===== config.mk =====
export PLATFORM = sky130hd
export DESIGN_NAME = apb_cmd_master
export DESIGN_NICKNAME = d
export VERILOG_FILES = /design/src/rtl/apb_cmd_master.sv
export SDC_FILE = /design/constraint.sdc
export NUM_CORES = 1
export LEC_CHECK = 0
export ABC_AREA = 1
export BUFFER_PORTS_ARGS = -buffer_cell sky130_fd_sc_hd__buf_4
export CAP_MARGIN = 0
export CORE_ASPECT_RATIO = 2
export CORE_MARGIN = 1.5
export CORE_UTILIZATION = 50
export DETAILED_ROUTE_END_ITERATION = 6
export GPL_ROUTABILITY_DRIVEN = 0
export PLACE_DENSITY = 0.82
export SETUP_SLACK_MARGIN = 0.2
export SYNTH_ARGS = -nofsm -noshare
export SYNTH_HDL_FRONTEND = slang
export SYNTH_SLANG_ARGS = --single-unit
export TNS_END_PERCENT = 20

===== constraint.sdc =====
create_clock -name clk -period 2.9 [get_ports clk]
set_clock_uncertainty 0.1 [all_clocks]
set_input_delay 0 -clock clk [delete_from_list [all_inputs] [get_ports clk]]
set_output_delay 0 -clock clk [all_outputs]
set_load 0.01 [all_outputs]

===== src/rtl/apb_cmd_master.sv =====
// Single-outstanding APB4 master: turns a valid/ready command stream into
// APB transfers and returns one registered response beat per command.
module apb_cmd_master #(
    parameter int          G_ADDR_WIDTH = 13,
    parameter int          G_TIMEOUT    = 256,
    parameter logic [2:0]  G_PPROT      = 3'b000
) (
    input  logic                    clk,
    input  logic                    rst_n,
    input  logic                    cmd_valid,
    output logic                    cmd_ready,
    input  logic                    cmd_write,
    input  logic [G_ADDR_WIDTH-1:0] cmd_addr,
    input  logic [31:0]             cmd_wdata,
    input  logic [3:0]              cmd_strb,
    output logic                    rsp_valid,
    input  logic                    rsp_ready,
    output logic [31:0]             rsp_rdata,
    output logic                    rsp_slverr,
    output logic                    rsp_timeout,
    output logic                    rsp_parity_err,
    input  logic                    parity_error,
    output logic                    m_apb_psel,
    output logic                    m_apb_penable,
    output logic                    m_apb_pwrite,
    output logic [2:0]              m_apb_pprot,
    output logic [G_ADDR_WIDTH-1:0] m_apb_paddr,
    output logic [31:0]             m_apb_pwdata,
    output logic [3:0]              m_apb_pstrb,
    input  logic                    m_apb_pready,
    input  logic [31:0]             m_apb_prdata,
    input  logic                    m_apb_pslverr
);

    localparam int CW = (G_TIMEOUT > 0) ? $clog2(G_TIMEOUT + 1) : 1;
    localparam logic [CW-1:0] TMO = CW'(G_TIMEOUT);

    typedef enum logic [1:0] {IDLE, SETUP, ACCESS, RESP} state_t;

    state_t        state;
    logic [CW-1:0] cnt;
    logic [CW-1:0] cnt_inc;
    logic          par;
    logic          par_now;
    logic          expire;

    assign m_apb_pprot = G_PPROT;

    // Saturating count of ACCESS cycles spent without pready
    always_comb begin
        cnt_inc = (cnt == '1) ? cnt : cnt + CW'(1);
        expire  = (G_TIMEOUT != 0) && (cnt_inc == TMO);
        par_now = par | parity_error;
    end

    always_ff @(posedge clk or negedge rst_n) begin
        if (!rst_n) begin
            state          <= IDLE;
            cmd_ready      <= 1'b0;
            rsp_valid      <= 1'b0;
            rsp_rdata      <= '0;
            rsp_slverr     <= 1'b0;
            rsp_timeout    <= 1'b0;
            rsp_parity_err <= 1'b0;
            m_apb_psel     <= 1'b0;
            m_apb_penable  <= 1'b0;
            m_apb_pwrite   <= 1'b0;
            m_apb_paddr    <= '0;
            m_apb_pwdata   <= '0;
            m_apb_pstrb    <= '0;
            cnt            <= '0;
            par            <= 1'b0;
        end else begin
            unique case (state)
                IDLE: begin
                    cmd_ready <= 1'b1;
                    if (cmd_valid && cmd_ready) begin
                        cmd_ready    <= 1'b0;
                        m_apb_psel   <= 1'b1;
                        m_apb_pwrite <= cmd_write;
                        m_apb_paddr  <= cmd_addr;
                        m_apb_pwdata <= cmd_wdata;
                        m_apb_pstrb  <= cmd_write ? cmd_strb : 4'h0;
                        cnt          <= '0;
                        par          <= 1'b0;
                        state        <= SETUP;
                    end
                end
                SETUP: begin
                    m_apb_penable <= 1'b1;
                    par           <= par_now;
                    state         <= ACCESS;
                end
                ACCESS: begin
                    par <= par_now;
                    cnt <= cnt_inc;
                    // pready takes priority over a coincident timeout
                    if (m_apb_pready) begin
                        rsp_rdata      <= m_apb_pwrite ? 32'h0 : m_apb_prdata;
                        rsp_slverr     <= m_apb_pslverr;
                        rsp_timeout    <= 1'b0;
                        rsp_parity_err <= par_now;
                        rsp_valid      <= 1'b1;
                        m_apb_psel     <= 1'b0;
                        m_apb_penable  <= 1'b0;
                        cnt            <= cnt;
                        state          <= RESP;
                    end else if (expire) begin
                        rsp_rdata      <= 32'h0;
                        rsp_slverr     <= 1'b1;
                        rsp_timeout    <= 1'b1;
                        rsp_parity_err <= par_now;
                        rsp_valid      <= 1'b1;
                        m_apb_psel     <= 1'b0;
                        m_apb_penable  <= 1'b0;
                        state          <= RESP;
                    end
                end
                RESP: begin
                    if (rsp_ready) begin
                        rsp_valid <= 1'b0;
                        cmd_ready <= 1'b1;
                        state     <= IDLE;
                    end
                end
                default: state <= IDLE;
            endcase
        end
    end

endmodule


# --- Word-level counts from Yosys, hierarchy flattened ---
# Cells that the tools add are included.
totals:
  reg_bits: 101
  inputBits: 89
  word_cells: 75
classes:
  add_sub_neg: 1
  eq_ne: 9
  n_mux: 31
  n_bitwise: 1
  reduce_logical: 18
ops:
  columns: ["op", "count"]
  rows:
  - ["two-way mux 32 bit", 3]
  - ["two-way mux 9 bit", 3]
  - ["== test 9 bit, second input constant", 2]
  - ["case mux 9 bit (2 select lines)", 1]
  - ["two-way mux 1 bit", 13]
  - ["AND reduction 3 bit", 4]
  - ["nonzero test 2 bit", 6]
  - ["case mux 1 bit (2 select lines)", 5]
  - ["AND reduction 2 bit", 5]
  - ["adder 9 x 1 -> 9 bit, second input constant", 1]
  - ["two-way mux 2 bit", 4]
  - ["case mux 2 bit (4 select lines)", 1]
  - ["!= test 2 bit, second input constant", 3]
  - ["== test 2 bit, second input constant", 2]
  - ["two-way mux 4 bit", 1]
  - ["!= test 3 bit, second input constant", 1]
  - ["== test 2 x 1 -> 1 bit, second input constant", 1]
  - ["zero test 2 bit", 1]
  - ["OR reduction 2 bit", 1]
  - ["logical AND 1 bit", 1]
  - ["bitwise OR 1 bit", 1]

# --- Depth between registers and ports, before layout ---
depth:
  word_depth: 6
  ltp_mapped: 14
  ltp_nobuf: 12

# --- Worst setup path after synthesis ---
# No wires, ideal clock.
synth_timing:
  path_kind: "register -> register"
  from: "register cnt[1]"
  to: "register rsp_rdata[18]"
  t_arrival_ns: 1.766
  slack_ns: 0.906
  stages_incl_launch_ff: 15
  path_buffers: 2
  path_cell_list: "dfrtp_1 ha_1 nand2_2 nor2_4 nand3_4 nand2_1 nand2_1 nor2_1 nand3_1 nand2_2 nand2_2 buf_6 buf_6 nand2_1 o21ai_1"
synth_between:
  elab_chain_len: 5
  elab_cells_between_ends: 6
  cone_classes: "1 x add/sub; 2 x eq/ne; 1 x mux; 2 x reduce/logical"
synth_rtl:
  columns: ["element", "line", "source"]
  rows:
  - ["start: declaration", "41", "logic [CW-1:0] cnt;"]
  - ["start signal: assignment", "96", "cnt <= cnt_inc;"]
  - ["start signal: assignment", "106", "cnt <= cnt;"]
  - ["adder 9 x 1 -> 9 bit / == test 9 bit (equally long branches)", "51", "cnt_inc = (cnt == '1) ? cnt : cnt + CW'(1);"]
  - ["two-way mux 9 bit (*)", "51", null]
  - ["== test 9 bit (*)", "52", "expire = (G_TIMEOUT != 0) && (cnt_inc == TMO);"]
  - ["nonzero test 2 bit (no line) (*)", null, null]
  - ["AND reduction 2 bit (no line) (*)", null, null]
  - ["end signal: assignment", "99", "rsp_rdata <= m_apb_pwrite ? 32'h0 : m_apb_prdata;"]
  - ["end: declaration", "18", "output logic [31:0] rsp_rdata,"]
# Every way passes the cells marked *; elsewhere a longest branch is shown, timed or not.
# A chain may end at the register's enable or synchronous reset.

# --- Worst setup path after layout ---
layout_timing:
  from: "register cnt[1]"
  to: "register rsp_rdata[11]"
# The elaborated chain is that of the path after synthesis.

==> flow_summary.toml <==
[floorplan]
pin_count = 181
num_rows = 47
start_util = 0.516
die_w_um = 68.4
die-area_um2 = 9150
core_area_um2 = 8290
die_h_um = 134

[critical_path]
reg2reg_depth = 12
cp.required_ns = 2.99
cp.arrival_ns = 2.56
critPathKind = "reg -> reg"
end_kind = "register"
cp_max_fo = 39
r2r_slack_ns = 0.43
startpoint_type = "register"

[placement]
dp_hpwl_um = 8320
place_ws_ns = 0.386
place_inst = 759
io_buffers = 177
place_area_um2 = 5670

[timing]
slew_violations = 0
relSlewSlack = 0.460
hold_viol_final = 0
tightest_slew_ns = 0.810
period_minus_slack_ns = 2.47
tns_ns = 0
finalCritPeriodShare = 0.852
finalWorstSetupSlack_ns = 0.429
rsz0062_at_grt = "no"
clock.fmax_mhz = 405
holdWs_ns = 0.117
finalSetupViolCount = 0

[worst_hold_path]
min_path_type = "in -> reg"
min_path_cells = 5

[yosys]
synth_area_um2 = 4280
post_synth.cell_area_avg_um2 = 8.57
synth_top_area_cell = "dfrtp_1"
ys_seq_area_frac = 0.591
syn_inst = 499
ys_warn_count = 0
yosysTopAreaCellShare = 0.591
netlist_top_cells_area = "dfrtp_1 (59%), nand2_1 (19%), o21ai_0 (4.3%), inv_1 (4.1%), nand3_1 (2.8%)"
synth_cell_types = 29
ys_ff_latch = 101

[cells_and_area]
final_core_util = 0.833
fillCellCount = 456
fin_cells = 866
drive_above_1_share = 0.277
fin_area_um2 = 6910
nNetsFinal = 856
layout_commonest_cell = "nand2_1"
antennaDiodeCount = 0
area_growth_pct = 61.5
layout_common_cells = "nand2_1 (216), buf_4 (183), dfrtp_1 (101)"

[outcome]
status = "complete, but fails checks"
violations = "DRC"

[clock_network]
postCtsSetupBuffers = 0
clock_latency_ns = 0.35
cts_root_buf = "clkbuf_16"
tritoncts = "yes"
path_clk_slew_ns = 0.07
clock_sinks = 101
clk_path_buf_depth = 2
numCtsBuffers = 9
htree_levels = 3

[routing]
drtIter0Drc = 476
via_per_inst = 5.24
firstDrtPassIters = 7
vias = 4539
routedWlPerCell_um = 17.3
ant_nets = 0
wl_um = 15000
drc = 1

[global_route]
grt_usage = 0.345
grt_max_degree = 63
grt_antenna_before_repair = 0
grt_pass1_vias = 4819
grt_first_pass_wirelength_um = 23300
grt-ovfl-total = 0

[pwr]
powerDensity_nw_per_um2 = 935
ir_worst_vdd_mv = 0.582
leakage_nw = 3.72
finalPower_mw = 6.46

[run]
drv_cap = 0
-- registers in the layout, summed over array words and instances (netlist names), 2 cells and up --
register      flops
m_apb_pwdata     32
rsp_rdata        32
m_apb_paddr      13
cnt               9
m_apb_pstrb       4
state             2
-- path summary, 6_finish.rpt --
check	start	endpoint
setup / recovery	cnt[1]$_DFFE_PN0P_	rsp_rdata[11]$_DFFE_PN0P_
hold / removal	cmd_valid	state[1]$_DFFE_PN0P_
setup reg to reg	cnt[1]$_DFFE_PN0P_	rsp_rdata[11]$_DFFE_PN0P_
hold reg to reg	m_apb_pwdata[9]$_DFFE_PN0P_	m_apb_pwdata[9]$_DFFE_PN0P_
max in group asynchronous	rst_n	m_apb_pwdata[3]$_DFFE_PN0P_
min in group asynchronous	rst_n	m_apb_paddr[0]$_DFFE_PN0P_
-- critical path: stages, from the launching register on --
cell and delay, ns:
dfrtp_1 0.45, ha_1 0.25, nand2_2 0.11, nor2_4 0.19, nand3_4 0.15, nand2_1 0.09, nand2_1 0.06, nor2_1 0.11
nand3_1 0.12, nand2_2 0.15, nand2_8 0.18, nand2_1 0.17, o21ai_0 0.17
-- where the power goes --
part	leakage [nW]	internal (mW)	total, mW	switching (mW)
Sequential	1.29	2.02	2.44	0.420
Clock	0.145	0.699	1.26	0.559
Combinational	2.28	1.24	2.77	1.52
-- routing by layer --
metal  share of wire  vias to the layer above  global-route usage
li1                -                     2065                   -
met1            0.34                     2154               0.366
met2            0.54                      236               0.583
met3           0.051                       84              0.0721
met4           0.071                        0               0.234
met5               0                        -                   0
-- cells in the mapped netlist, drive strengths merged --
cell and count:
or2 1, xnor2 1, conb 1, xor2 1
dfrtp 101, clkbuf 15, nand4 4, nand2 220
o21ai 47, a21oi 4, ha 4, o21bai 3
inv 48, nor2 12, nand3 25, o22ai 1
o2bb2ai 1, a31oi 1, buf 8, a22o 1
-- what timing repair did --
action,CTS,global route
hold buffers,91,0
gates resized for setup,0,2
endpoints found under the hold margin,151,0
setup endpoints to repair,0,35
-- logic make-up (layout without fill, tap and decap cells) --
| kind of cell | Yosys count | after routing | share of synthesized area |
|---|---|---|---|
| simple gates | 262 | 262 | 0.248 |
| flops | 101 | 101 | 0.591 |
| buf+inv | 71 | 338 | 0.0693 |
| compound gates | 58 | 58 | 0.0755 |
| fa+ha+maj | 4 | 4 | 0.0117 |
| xor+xnor | 2 | 2 | 0.00410 |
| other cells | 1 | 3 | 0.000877 |
-- layout make-up --
| cell class | count | area [um^2] | share of cell area |
|---|---|---|---|
| Clock buffer | 10 | 239 | 0.0346 |
| Clock inverter | 6 | 71.3 | 0.0103 |
| Inverter | 48 | 180 | 0.0261 |
| Multi-Input combinational cell | 329 | 1480 | 0.215 |
| Sequential cell | 101 | 2530 | 0.366 |
| Tap cell | 98 | 123 | 0.0178 |
| Timing Repair Buffer | 274 | 2280 | 0.331 |
Power figures use the tool's default switching activity.
